<file path="src/rtl/pw_not_equal_pkg.sv">
// Shared types and width helpers for the pw_not_equal race-logic "not equal" operator.
package pw_not_equal_pkg;

    typedef enum logic [1:0] {
        IDLE = 2'd0,
        FIRE = 2'd1,
        DONE = 2'd2
    } state_e;

    localparam int GAMMA_CYCLE_WIDTH_DEF = 16;
    localparam int PULSE_WIDTH_DEF       = 8;

    // Bits needed to hold max_val; never returns zero so one-bit counters stay legal.
    function automatic int width_for(input int max_val);
        return (max_val < 2) ? 1 : $clog2(max_val + 1);
    endfunction

    localparam int CNT_W = width_for(PULSE_WIDTH_DEF);
    localparam int WIN_W = width_for(GAMMA_CYCLE_WIDTH_DEF - 1);

endpackage

</file>
<file path="src/rtl/pw_not_equal_first_edge.sv">
// First rising edge detector: flags the first 0->1 transition of sig_i after grst, once per gamma cycle.
module pw_first_edge (
    input  logic aclk,
    input  logic grst,
    input  logic sig_i,
    input  logic win_open_i,
    output logic ev_o
);

    logic prev_q, prev_d;
    logic seen_q, seen_d;

    // NOTE: every always_comb output gets a value before any branch, so no latch can be inferred.
    always_comb begin
        ev_o   = sig_i & ~prev_q & ~seen_q & win_open_i;
        prev_d = sig_i;
        seen_d = seen_q | ev_o;
    end

    // NOTE: state flops use non-blocking assignments so every flop samples pre-edge values.
    always_ff @(posedge aclk) begin
        if (grst) begin
            // Capturing the live input here means a level held across grst is not an edge.
            prev_q <= sig_i;
            seen_q <= 1'b0;
        end else begin
            prev_q <= prev_d;
            seen_q <= seen_d;
        end
    end

endmodule

</file>
<file path="src/rtl/pw_not_equal.sv">
// Temporal "not equal": y reproduces a's event unless b's event lands in the same aclk cycle.
// Build option: define PW_NOT_EQUAL_LEVEL_OUT_EN for a level output held until grst instead of a pulse.
module pw_not_equal
    import pw_not_equal_pkg::*;
#(
    parameter int GAMMA_CYCLE_WIDTH = GAMMA_CYCLE_WIDTH_DEF,
    parameter int PULSE_WIDTH       = PULSE_WIDTH_DEF
) (
    input  logic aclk,
    input  logic grst,
    input  logic a,
    input  logic b,
    output logic y
);

    localparam int WIN_WIDTH = width_for(GAMMA_CYCLE_WIDTH - 1);
    localparam logic [WIN_WIDTH-1:0] WIN_MAX = WIN_WIDTH'(GAMMA_CYCLE_WIDTH - 1);

    state_e               state_q, state_d;
    logic                 y_q, y_d;
    logic [WIN_WIDTH-1:0] win_q, win_d;
    logic                 win_open;
    logic                 ev_a, ev_b;

`ifndef PW_NOT_EQUAL_LEVEL_OUT_EN
    localparam int CNT_WIDTH = width_for(PULSE_WIDTH);
    localparam logic [CNT_WIDTH-1:0] CNT_LAST = CNT_WIDTH'(PULSE_WIDTH);

    logic [CNT_WIDTH-1:0] cnt_q, cnt_d;
`endif

    assign win_open = (win_q != WIN_MAX);

    pw_first_edge u_edge_a (
        .aclk       (aclk),
        .grst       (grst),
        .sig_i      (a),
        .win_open_i (win_open),
        .ev_o       (ev_a)
    );

    pw_first_edge u_edge_b (
        .aclk       (aclk),
        .grst       (grst),
        .sig_i      (b),
        .win_open_i (win_open),
        .ev_o       (ev_b)
    );

    always_comb begin
        state_d = state_q;
        y_d     = 1'b0;
        win_d   = win_open ? win_q + 1'b1 : win_q;
`ifndef PW_NOT_EQUAL_LEVEL_OUT_EN
        cnt_d   = cnt_q;
`endif
        unique case (state_q)
            IDLE: begin
                if (ev_a && !ev_b) begin
                    state_d = FIRE;
                    y_d     = 1'b1;
`ifndef PW_NOT_EQUAL_LEVEL_OUT_EN
                    cnt_d   = CNT_WIDTH'(1);
`endif
                end else if (ev_a && ev_b) begin
                    state_d = DONE;
                end
            end
            FIRE: begin
`ifdef PW_NOT_EQUAL_LEVEL_OUT_EN
                y_d = 1'b1;
`else
                if (cnt_q == CNT_LAST) begin
                    state_d = DONE;
                end else begin
                    y_d   = 1'b1;
                    cnt_d = cnt_q + 1'b1;
                end
`endif
            end
            DONE:    state_d = DONE;
            default: state_d = IDLE;
        endcase
    end

    // NOTE: only control state is reset here; there is no memory array that would need clearing.
    always_ff @(posedge aclk) begin
        if (grst) begin
            state_q <= IDLE;
            y_q     <= 1'b0;
            win_q   <= '0;
`ifndef PW_NOT_EQUAL_LEVEL_OUT_EN
            cnt_q   <= '0;
`endif
        end else begin
            state_q <= state_d;
            y_q     <= y_d;
            win_q   <= win_d;
`ifndef PW_NOT_EQUAL_LEVEL_OUT_EN
            cnt_q   <= cnt_d;
`endif
        end
    end

    assign y = y_q;

endmodule

</file>
<file path="config.mk">
export PLATFORM = sky130hd
export DESIGN_NAME = pw_not_equal
export DESIGN_NICKNAME = d
export VERILOG_FILES = /design/src/rtl/pw_not_equal_pkg.sv /design/src/rtl/pw_not_equal_first_edge.sv /design/src/rtl/pw_not_equal.sv
export SDC_FILE = /design/constraint.sdc
export NUM_CORES = 1
export LEC_CHECK = 0
export CELL_PAD_IN_SITES_DETAIL_PLACEMENT = 1
export CELL_PAD_IN_SITES_GLOBAL_PLACEMENT = 1
export CORE_MARGIN = 4
export CORE_UTILIZATION = 45
export CTS_CLUSTER_SIZE = 12
export DETAILED_ROUTE_END_ITERATION = 8
export HOLD_SLACK_MARGIN = 0.02
export PLACE_DENSITY_LB_ADDON = 0.3
export SLEW_MARGIN = 0
export SYNTH_ARGS = -nofsm -noshare
export SYNTH_HDL_FRONTEND = slang
export SYNTH_SLANG_ARGS = --single-unit
</file>
<file path="constraint.sdc">
create_clock -name aclk -period 3.47 [get_ports aclk]
set_input_delay 0.694 -clock aclk [delete_from_list [all_inputs] [get_ports aclk]]
set_output_delay 0.694 -clock aclk [all_outputs]
set_load 0.01 [all_outputs]
</file>
Yosys cells after proc, flatten, opt, wreduce, memory -nomap -nowiden
Cells that the tools add are included.
{"block": "classes", "n_bitwise": 12, "n_addsub": 2, "n_shift": 0, "order_cmp": 0, "reduce_logical": 7, "eq_ne": 8, "n_mux": 10, "n_mul": 0, "n_div": 0}
{"cell": "4-bit by 1-bit adder with 4-bit output, second input constant", "n": 2}
{"cell": "4-bit 2-to-1 mux", "n": 2}
{"cell": "4-bit case mux with 2 select lines", "n": 1}
{"cell": "1-bit AND", "n": 6}
{"cell": "2-bit 2-to-1 mux", "n": 3}
{"cell": "2-bit inequality test, second input constant", "n": 3}
{"cell": "2-bit case mux with 3 select lines", "n": 1}
{"cell": "4-bit == test, second input constant", "n": 1}
{"cell": "4-bit inequality test, second input constant", "n": 1}
{"cell": "1-bit inverter", "n": 4}
{"cell": "3-bit inequality test, second input constant", "n": 1}
{"cell": "3-bit AND reduction", "n": 1}
{"cell": "2-bit by 1-bit == test with 1-bit output, second input constant", "n": 1}
{"cell": "2-bit == test, second input constant", "n": 1}
{"cell": "1-bit logical AND", "n": 2}
{"cell": "2-bit logical NOT", "n": 1}
{"cell": "1-bit 2-to-1 mux", "n": 2}
{"cell": "1-bit OR", "n": 2}
{"cell": "1-bit case mux with 2 select lines", "n": 1}
{"cell": "2-bit AND reduction", "n": 1}
{"cell": "2-bit nonzero test", "n": 1}
{"cell": "1-bit logical NOT", "n": 1}
{"block": "totals", "latch_bits": 0, "memories": 0, "ff_bits": 15, "romBits": 0, "ramBits": 0, "output_inout_bits": 1, "word_cells": 47}

Depth between registers and ports, before layout
Gate-level depths: netlist of run 1.
{"block": "logic_depth", "ltp_word": 8, "depth_mapped": 6, "depth_no_buf": 6}

Hierarchy
Synthesis of run 1 repeated with hierarchy kept, for this count alone.
{"block": "hier_totals", "cells_unflattened": 84, "area_unflattened_um2": 785.8}
{"module": "pw_not_equal", "cells_per_inst": 72, "instances": 1, "seq_area_each_um2": 220.2, "area_per_inst_um2": 633.1}
{"module": "pw_first_edge", "cells_per_inst": 6, "instances": 2, "seq_area_each_um2": 40.0, "area_per_inst_um2": 76.3}

Worst setup path before layout of run 1
Ideal clock, no wire load.
{"block": "synth_path", "path_type": "input-to-reg", "start": "in a", "end": "reg cnt_q[3]", "arrival_time_ps": 1703, "path_slack_ps": 1692, "path_buffers": 0, "stages": 4, "setup_ps": 75, "path_cell_list": "nor3b_4 > a31oi_2 > or4b_1 > a31oi_1"}
{"block": "synth_between", "elab_chain_cells": 6}
{"element": "start: declaration", "line_no": "pw_not_equal.sv:11", "text": "input logic a,"}
{"element": "1-bit AND (3 in a row)", "line_no": "pw_not_equal_first_edge.sv:15", "text": "ev_o = sig_i & ~prev_q & ~seen_q & win_open_i;"}
{"element": "1-bit logical AND", "line_no": "pw_not_equal.sv:59", "text": "if (ev_a && !ev_b) begin"}
{"element": "2-bit inequality test (no line)"}
{"element": "3-bit AND reduction (no line)"}
{"element": "end signal: assignment", "line_no": "pw_not_equal.sv:100", "text": "cnt_q <= cnt_d;"}
{"element": "end: declaration", "line_no": "pw_not_equal.sv:29", "text": "logic [CNT_WIDTH-1:0] cnt_q, cnt_d;"}
Every way passes these cells.
A chain may end at the register's enable or synchronous reset.

Worst setup path after layout of run 1
Same ends and word-level chain as after synthesis.

==> metrics.yaml, run 1 <==
sta:
  setup_ws_ps: 1380
  final-hold-violation-count: 0
  finClkSkew_ps: 4.72
  rsz0062_at_grt: "false"
  holdWs_ps: 476
  setup_viol: 0
  fin_crit_ps: 2090
  worst_pin_slew_ps: 316
  fmax_ghz: 0.477
  tns_ps: 0
  finalCritPeriodShare_pct: 60.4
  relSlewSlack_pct: 78.9
  drv_slew: 0
yosys:
  synth-compound-area-share_pct: 15.1
  synth_common_cells: "dfxtp_1, nor2_1, ha_1, inv_1, nand2_1"
  synth_top_family_by_area: "simple AND/OR/NAND/NOR gates"
  synthSimpleGateAreaFrac_pct: 26.1
  yosysSeqAreaShare_pct: 40.7
  yosys_warnings: 0
  yosysTopAreaCell: "dfxtp_1"
  synth_ff_type: "dfxtp_1"
  synth_area_per_cell_um2: 9.00
  synth-xor-area-share_pct: 1.19
  synth-seq-cells: 15
  ys_top_cells_by_area: "dfxtp_1, ha_1, nor2_1"
  synth.net_count: 92
  synth_edf_count: 0
  synth.most_common_cell: "dfxtp_1"
  synth_fa_ha_area_share_pct: 10.2
  synth_cells: 82
  synth_top_area_share_pct: 40.7
  synthArstFlopShare_pct: 0
  syn_area_um2: 738
  synth_cell_types: 31
  synthMuxAreaShare_pct: 2.71
floorplanning:
  io_pins: 5
  initial_core_util_pct: 48.4
  die_w_um: 48.5
  core_area_um2: 1520
  die_h_um: 48.5
  fp-row-count: 14
  die_area_um2: 2350
clock_network:
  cts-resized-gates: 0
  clk_latency_ps: 280
  clk_pin_slew_ps: 90
  hold_buffers: 0
  post-cts-setup-buffers: 0
  h-tree-depth: 1
  clock_path_buffers: 2
  root_buffer: "clkbuf_4"
  cts_buffers: 3
  cts.sinks: 15
  cts_tree: "yes"
grt:
  grt_pass1_wl_um: 2740
  grt_pass1_vias: 601
  grt-ovfl-total: 0
  grt_use_total_pct: 14.8
  antenna_found_initial: 0
  grt_max_degree: 10
power_and_ir_drop:
  seq_power_share_pct: 48.6
  p_leak_nw: 0.317
  switchingPower_mw: 0.139
  intPower_mw: 0.278
  combPwrFrac_pct: 27.7
  switching_share_pct: 33.3
  powerDensity_nw_per_um2: 504
  pwr-share-clk_pct: 23.7
  peakVddDrop_v: 0.000270
route:
  drt_iter0_drc: 3
  ant_nets: 0
  wl_per_cell_um: 15.2
  first_pass_iters: 2
  vias: 606
  drcViolationCount: 0
  routed_via_density: 5.77
  routed_wl_um: 1590
placement:
  dp_hpwl_um: 1200
  placed_cell_area_um2: 798
  pre_cts_ws_ps: 1080
  gp_congestion: 0.748
  io_buffers: 4
critical_path:
  critPathLaunchType: "primary input"
  path_max_fanout: 6
  crit_type: "primary input to register"
  end_kind: "register"
  critPathArrivalTime_ps: 2310
  required_ps: 3690
worst_hold_path:
  hp-class: "register to register"
final_layout:
  stdcell_area_um2: 826
  post-route-util_pct: 54.2
  regArea_um2: 300
  drive_gt1_share_pct: 8.99
  multi_input_area_um2: 408
  area_growth_pct: 11.9
  antenna_cells: 0
  nets: 100
  nFillCells: 186
job:
  maxCapViolations: 0
run_status:
  status: "finished clean"
## layout by cell type (no fill, tap or decap)
cell             count
clkinv_2             1
a31oi_2              1
a31oi_1              3
nand3_1              3
or4_1                2
o21ai_1              1
or4b_1               1
nand2_1              5
a21oi_1              4
a211oi_1             2
nand2b_1             1
or3b_1               1
nor2_1               9
nor2b_1              2
o221ai_1             1
nor3b_4              1
buf_4                1
clkdlybuf4s50_1      4
o31ai_1              1
o41ai_1              1
inv_1                6
xnor2_1              1
ha_1                 6
nor3_1               2
and2_1               1
dfxtp_1             15
nand4_1              1
nand3b_1             1
clkbuf_4             3
nand3_2              1
mux2i_1              2
or2_1                1
nor3b_1              1
o21ai_0              3
## metal layers
metal | wire length [µm] | GRT usage, % | vias up | share of wire, %
met5 | 0 | 0 | - | 0
li1 | - | - | 310 | -
met3 | 61 | 5.52 | 6 | 3.8
met1 | 700 | 16.4 | 282 | 44
met2 | 795 | 25.0 | 8 | 50
met4 | 37 | 6.28 | 0 | 2.3
## registers in the layout, indices dropped and copies added, names as in the netlist
| register | flops |
|---|---|
| u_edge_a.prev_q | 1 |
| y | 1 |
| cnt_q | 4 |
| state_q | 2 |
| u_edge_a.seen_q | 1 |
| win_q | 4 |
| u_edge_b.seen_q | 1 |
| u_edge_b.prev_q | 1 |
## kinds of logic after synthesis
| family | count (synthesis) |
|---|---|
| AOI/OAI and AO/OA | 17 |
| xor gates and xnor gates | 1 |
| adders and majority gates | 6 |
| buffers and inverters | 8 |
| DFF | 15 |
| muxes | 2 |
| and+or+nand+nor | 33 |
## stage by stage
stage | power [mW] | std cells
finish | 0.416 | 105
global route | 0.450 | 105
CTS | 0.422 | 105
detailed placement | 0.320 | 101
global placement | 0.312 | 101
floorplan | 0.286 | 82
## worst paths after layout
path                    from              end  slack [ps]  depth (start not counted)
max                        a         cnt_q[3]        1380                          5
min reg2reg  u_edge_b.seen_q  u_edge_b.seen_q         480                          2
min          u_edge_b.seen_q  u_edge_b.seen_q         480                          2
max reg2reg         win_q[0]         cnt_q[3]        1710                          5
## final cells by class
type,count,share of cell area (%)
tap,16,2.42
sequential,15,36.4
clock buffer,3,2.73
multi-input combinational,59,49.4
inverter,6,2.73
timing repair buffer,5,5.76
clock inverter,1,0.606
## power by group through the flow
stage	logic [mW]	registers [mW]	clock network, mW
6_report	0.115	0.202	0.0988
5_1_grt	0.133	0.205	0.112
4_1_cts	0.115	0.203	0.104
3_5_place_dp	0.113	0.207	0
3_3_place_gp	0.107	0.205	0
2_1_floorplan	0.0815	0.205	0
## critical path: stages
cell and delay (ps):
clkdlybuf4s50_1 480, nor3b_4 260, a31oi_2 190, or4b_1 530, a31oi_1 160
Power figures use the tool's default switching activity.
==> inputs of run 2 (changes only) <==
Settings changed: CORE_ASPECT_RATIO set to 1.4, CORE_UTILIZATION 45 to 38.
Clock period 3.47 ns to 1.8 ns, I/O delays scaled along.
==> metrics.yaml, run 2 (synthesis gave the netlist of run 1 again) <==
grt:
  grt-ovfl-total: 0  # unchanged
  grt_max_degree: 13  # +3
  antenna_found_initial: 0  # unchanged
  grt_pass1_wl_um: 2800  # +2.3%
  grt_pass1_vias: 691  # +15%
  grt_use_total_pct: 13.9  # -0.89 points
final_layout:
  layout.cells.most_common: "dfxtp_1"
  nets: 105  # +5.0%
  multi_input_area_um2: 420  # +3.1%
  drive_gt1_share_pct: 14.9  # +5.9 points
  area_growth_pct: 19.2
  antenna_cells: 0  # unchanged
  layout_common_cells: "dfxtp_1, nor2_1, ha_1, buf_4"
  nFillCells: 224  # +20%
  regArea_um2: 300  # unchanged
  reg_top3: "cnt_q (4), win_q (4), state_q (2)"
critical_path:
  path_buf_inv: 1  # unchanged
  cp_cell_sequence: "clkdlybuf4s50_1 > nor3b_4 > a31oi_4 > or4b_4 > a31oi_1"
  critPathLaunchType: "primary input"
  critical-path-top-delay-family: "simple AND/OR/NAND/NOR gates"
  required_ps: 2020  # -1670 ps
  crit_type: "primary input to register"
  path_max_fanout: 6  # unchanged
  end_kind: "register"
  cp_slowest_cell: "or4b_4"
  max_stage_delay_ps: 530  # about the same
  critPathArrivalTime_ps: 1920  # -390 ps
floorplanning:
  fp-row-count: 18  # +4
  die_w_um: 45.3  # -6.7%
  die_area_um2: 2720  # +16%
  die_h_um: 60.2  # +24%
  initial_core_util_pct: 41.0  # -7.5 points
  core_area_um2: 1800  # +18%
  io_pins: 5  # unchanged
power_and_ir_drop:
  powerDensity_nw_per_um2: 954  # +89%
  p_leak_nw: 0.339  # +6.9%
  peakVddDrop_v: 0.000522  # +93%
  total_power_mw: 0.839  # +100%
route:
  first_pass_iters: 1  # -1
  drt_iter0_drc: 0  # -3
  wl_per_cell_um: 13.8  # -9.1%
  routed_via_density: 5.39  # -6.5%
  ant_nets: 0  # unchanged
  drcViolationCount: 0  # unchanged
  vias: 615  # +1.5%
  routed_wl_um: 1570  # -1.3%
clock_network:
  cts-resized-gates: 0  # unchanged
  clk_latency_ps: 280  # about the same
  h-tree-depth: 1  # unchanged
  clock_path_buffers: 2  # unchanged
  hold_buffers: 0  # unchanged
  cts_tree: "yes"
  root_buffer: "clkbuf_4"
  cts.sinks: 15  # unchanged
  cts_buffers: 3  # unchanged
  clk_pin_slew_ps: 90  # about the same
  post-cts-setup-buffers: 0  # unchanged
sta:
  relSlewSlack_pct: 79.8  # +0.95 points
  worst_pin_slew_ps: 294  # -21.6 ps
  holdWs_ps: 495  # +18.3 ps
  tns_ps: 0  # unchanged
  fmax_ghz: 0.586
  finClkSkew_ps: 1.65  # -3.07 ps
  final-hold-violation-count: 0  # unchanged
  drv_slew: 0  # unchanged
  fin_crit_ps: 1710
  finalCritPeriodShare_pct: 94.7
  rsz0062_at_grt: "false"
  setup_viol: 0  # unchanged
placement:
  gp_congestion: 0.768  # +2.7%
  dp_hpwl_um: 1260  # +5.5%
  io_buffers: 4  # unchanged
worst_hold_path:
  hp-class: "register to register"
job:
  maxCapViolations: 0  # unchanged
run_status:
  status: "finished clean"
run 2: cell types whose count changed in the layout (fill, tap and decap cells not counted):
cell      change
inv_2         +1
or4b_4        +1
a31oi_2       -1
or4b_1        -1
buf_4         +5
a31oi_4       +1
clkinv_2      -1
inv_1         -1
clkbuf_1      +1
run 2: report_power, final:
part | leakage, nW | internal (mW) | switching (mW)
Sequential | 0.123 | 0.366 | 0.0258
Combinational | 0.201 | 0.110 | 0.144
Clock | 0.0150 | 0.0861 | 0.107
Total | 0.339 | 0.562 | 0.277
run 2: tightest hold or removal path, stage by stage (launching register included):
cell and delay (ps):
dfxtp_1 340, a31oi_1 50, nor2_1 80
run 2: cell type report:
class                   count  share of cell area, %
flip-flops and latches     15                   34.1
repair buffers             10                   9.67
clock buffers               4                   2.99
well taps                  20                   2.84
inverters                   6                   2.56
multi-input cells          59                   47.8
run 2: final timing paths:
kind | from | endpoint | slack, ps | cells past startpoint
worst max-delay path | a | cnt_q[3] | 90 | 5
worst min-delay path | u_edge_b.seen_q | u_edge_b.seen_q | 490 | 2
worst max register to register | state_q[0] | cnt_q[3] | 180 | 6
worst min register to register | u_edge_b.seen_q | u_edge_b.seen_q | 490 | 2
run 2: through the flow:
step / utilization (%) / instance area, µm² / setup slack (ps) / cells
finish: 48.8 / 880 / 94.6 / 114
global route: 48.8 / 880 / 0.565 / 114
CTS: 48.1 / 867 / 102 / 114
detailed placement: 46.7 / 841 / -200 / 110
global placement: 46.7 / 841 / -141 / 110
floorplan: - / 738 / 237 / 82
run 2: routing by layer:
metal	part of all wire [%]	vias up	GRT usage, %
li1	-	316	-
met1	41	288	14.5
met2	55	6	26.3
met3	2.0	5	1.81
met4	2.1	0	6.28
met5	0	-	0
==> patch 1 (flow settings as in run 2) <==
Set the package constant `GAMMA_CYCLE_WIDTH_DEF` to 18 (it was 16).
--- a/src/rtl/pw_not_equal_pkg.sv
+++ b/src/rtl/pw_not_equal_pkg.sv
@@ -9,3 +9,3 @@
 
-    localparam int GAMMA_CYCLE_WIDTH_DEF = 16;
+    localparam int GAMMA_CYCLE_WIDTH_DEF = 18;
     localparam int PULSE_WIDTH_DEF       = 8;
Function: no difference found for any inputs over 10 cycles, from zero or initial values and one cycle with grst high; that may be too few to reach the edited logic, so the function may still have changed.
==> patch 1 against run 2 <==
Setup slack got worse by 0.027 ns. Die area grew 14%. Highest routed layer unchanged. Synthesized area grew 17%. Sequential cell count grew 1. Wire length rose by 34%. Fmax decreased by 1.6%. Cell area up 18%.
Power is not compared: it rests on default switching activity, and its combinational part moved more than twofold at a synthesized area within 25%.
==> patch 1: results (changes against run 2) <==
- # nets final: 121 (+15%)
- Pre-CTS WS: -0.231 ns (-0.0308 ns)
- First-pass GRT wire length: 3490 um (+25%)
- Worst Tran Pin Value: 0.411 ns (+0.117 ns)
- Pin count of the biggest net entering global routing: 11 (-2)
- Unique masters post-synth: 39 (+26%)
- Total track usage: 15.9% (+2.0 points)
- Mapped Nets: 106 (+15%)
- M1 wire length: 816 um (+27%)
- Synth top area cells: dfxtp_1 37%, ha_1 10%, inv_1 3.9%
- Flops & latches, synth: 16 (+1)
- GR Layer Usage met1: 15.1% (+0.53 points)
- Vias in the first global route: 845 (+22%)
- Layout cells sized above 1: 21.1% (+6.2 points)
- Met2 wire length: 1230 um (+43%)
- DRT iter0 DRCs: 6 (+6)
- Critical path peak fanout: 4 (-2)
- Worst Hold End: u_edge_a.seen_q$_SDFF_PP0_
- Number of fill cells: 256 (+14%)
- Vias per Instance: 5.63 (+4.4%)
- Met3 Use GR: 2.82% (+1.0 points)
- Crit-path max cell delay: 0.47 ns (-0.06 ns)
- R2R setup slack: 0.09 ns (-0.09 ns)
- Status: completed
- Met2 Track Usage GR: 29.7% (+3.4 points)
- Registers with the most flip-flops: win_q x5, cnt_q x4, state_q x2
- Layout Cells excl Fill: 131 (+15%)
- Routed Wire Length: 2110 um (+34%)
-- patch 1: cell types whose count changed after synthesis, sizes merged, moves of 2 or more --
| cell | change |
|---|---|
| xor2 | +2 |
| a31oi | -3 |
| inv | +3 |
| nand3 | +2 |
-- patch 1: cell type report --
cell class	count	share of cell area [%]
clock buffers	4	3.49
inverters	9	3.25
multi-input cells	68	50.1
flip-flops and latches	16	30.9
well taps	22	2.64
repair buffers	12	9.62
-- patch 1: kinds of logic after synthesis --
kind of cell / share of synthesized area (%)
buffers and inverters: 5.23
AO/OA/AOI/OAI: 17.2
XOR/XNOR: 4.07
multiplexers: 1.16
adder cells (fa/ha/maj): 10.2
AND/OR/NAND/NOR: 25.0
flip-flops: 37.2
-- patch 1: timing repair --
action	CTS	global route
hold buffers	0	0
setup endpoints to repair	0	2
endpoints found under the hold margin	0	0
gates resized for setup	0	6
==> patch 2 (flow settings as in run 2) <==
Made on the original files. Re-encode `state_e` (3 states) as one-hot, 3 bits wide.
--- a/src/rtl/pw_not_equal_pkg.sv
+++ b/src/rtl/pw_not_equal_pkg.sv
@@ -3,6 +3,6 @@
 
-    typedef enum logic [1:0] {
-        IDLE = 2'd0,
-        FIRE = 2'd1,
-        DONE = 2'd2
+    typedef enum logic [2:0] {
+        IDLE = 3'b001,
+        FIRE = 3'b010,
+        DONE = 3'b100
     } state_e;
Check against the original RTL: no difference found for any inputs over 10 cycles, from zero or initial values and one cycle with grst high; not proved beyond that.
==> patch 2 against run 2 <==
Global-route usage up 1.2 points. Setup slack gained 0.0072 ns. Cell area down 5.7%. Via count shrank 7.0%. Wire length is 4.9% lower. Sequential cell count rose by 1. Synthesized area decreased by 6.4%. First-iteration DRC count increased by 7. Clock skew is essentially flat. Critical endpoint is now cnt_q[2]$_SDFFE_PP0P_. Largest cell class unchanged.
Power is not compared: it rests on default switching activity, and its combinational part moved more than twofold at a synthesized area within 25%.
==> patch 2: results (changes against run 2) <==
- Status: completed
- Post-CTS setup buffers: 0 (unchanged)
- IO buf count: 4 (unchanged)
- Unique masters post-synth: 29 (-6.5%)
- Cells after synthesis: 72 (-12%)
- Layout cells sized above 1: 16.5% (+1.6 points)
- Initial antenna violation count: 0 (unchanged)
- Post-Place Cells: 102 (-7.3%)
- First-pass iteration count of the detailed router: 4 (+3)
- # nets final: 94 (-10%)
- Seq/Total Area, Yosys: 46.4% (+5.7 points)
- Synth top area cells: dfxtp_1 46%, ha_1 5.4%, nor2_1 4.9%
- Ys Warns: 0 (unchanged)
- Slew headroom: 80.8% (+0.93 points)
- Area of the multi-input gates: 350 sq um (-17%)
- Post-Synth XOR/XNOR Area: 2.54% (+1.3 points)
- DP Wirelength: 1200 um (-5.0%)
- Post-synth EDFFs: 0 (unchanged)
- Pre-CTS WS: -0.321 ns (-0.121 ns)
- Routed met3 length: 18 um (-44%)
- Critical Path Slowest Stage Cell: clkdlybuf4s50_1
- CP top delay family: simple AND/OR/NAND/NOR gates
- Number of fill cells: 212 (-5.4%)
- Clk Latency, worst-skew pair: 0.28 ns (about the same)
- Routed len/inst: 14.2 um (+3.3%)
- Crit-path max cell delay: 0.48 ns (-0.05 ns)
- H-tree levels: 1 (unchanged)
- GR Layer Usage met1: 16.3% (+1.8 points)
- Post-CTS sizing: 1 (+1)
- Vias per Instance: 5.45 (+0.98%)
- Root buffer cell: clkbuf_4
- Commonest cells post-synth: 16 x dfxtp_1, 9 x nor2_1
- Num CTS Buffers: 3 (unchanged)
- Dpl cell area: 805 sq um (-4.3%)
- Layout Cells excl Fill: 105 (-7.9%)
- Registers with the most flip-flops: cnt_q x4, win_q x4, state_q x3
- Met2 wire length: 869 um (+0.93%)
- Critical path peak fanout: 6 (unchanged)
- VDD IR-drop max: roughly 470 uV
- Synth Area in Adders: 5.43% (-4.7 points)
- Total track usage: 15.1% (+1.2 points)
- Pin count of the biggest net entering global routing: 9 (-4)
- M1 wire length: 581 um (-9.9%)
- First-pass GRT wire length: 2790 um (-0.25%)
- Met2 Track Usage GR: 26.0% (-0.27 points)
- HP Class: register to register
- Vias in the first global route: 612 (-11%)
- Pleak: ~0.32 nW
- Met3 Use GR: 3.67% (+1.9 points)
- Clock skew: 0.00185 ns (+0.000202 ns)
- Mapped Nets: 79 (-14%)
- Clock power frac: between 20% and 30%
- Synth Area in Compound Gates: 12.5% (-2.6 points)
- GP Congestion: 0.771 (+0.36%)
- Worst endpoint data arrival time: 1.86 ns (-0.06 ns)
- DRT iter0 DRCs: 7 (+7)
- Reg clk slew, reported paths: roughly 0.08 ns
- Post-synthesis mux area share: 1.45% (-1.3 points)
- P_clk: roughly 0.00018 W
- Power Sequential: slightly below 0.0004 W
## patch 2: cell type report
class                           instances  area share (%)
Tap cell                               20            3.02
Multi-Input combinational cell         51            42.2
Inverter                                3            1.36
Clock buffer                            3            2.71
Sequential cell                        16            38.6
Timing Repair Buffer                   12            12.1
## patch 2: path summary, 6_finish.rpt
| kind | from | endpoint | slack [ns] | depth (start not counted) |
|---|---|---|---|---|
| max | a | cnt_q[2]$_SDFFE_PP0P_ | 0.10 | 5 |
| min | u_edge_a.seen_q$_SDFF_PP0_ | u_edge_a.seen_q$_SDFF_PP0_ | 0.47 | 2 |
| max reg2reg | win_q[0]$_SDFFE_PP0P_ | cnt_q[2]$_SDFFE_PP0P_ | 0.19 | 5 |
| min reg2reg | u_edge_a.seen_q$_SDFF_PP0_ | u_edge_a.seen_q$_SDFF_PP0_ | 0.47 | 2 |
## patch 2: worst min-delay path, cell delays in order, from the launching register on
cell and delay, ns:
dfxtp_1 0.33, nor2_1 0.05, nor2_1 0.07
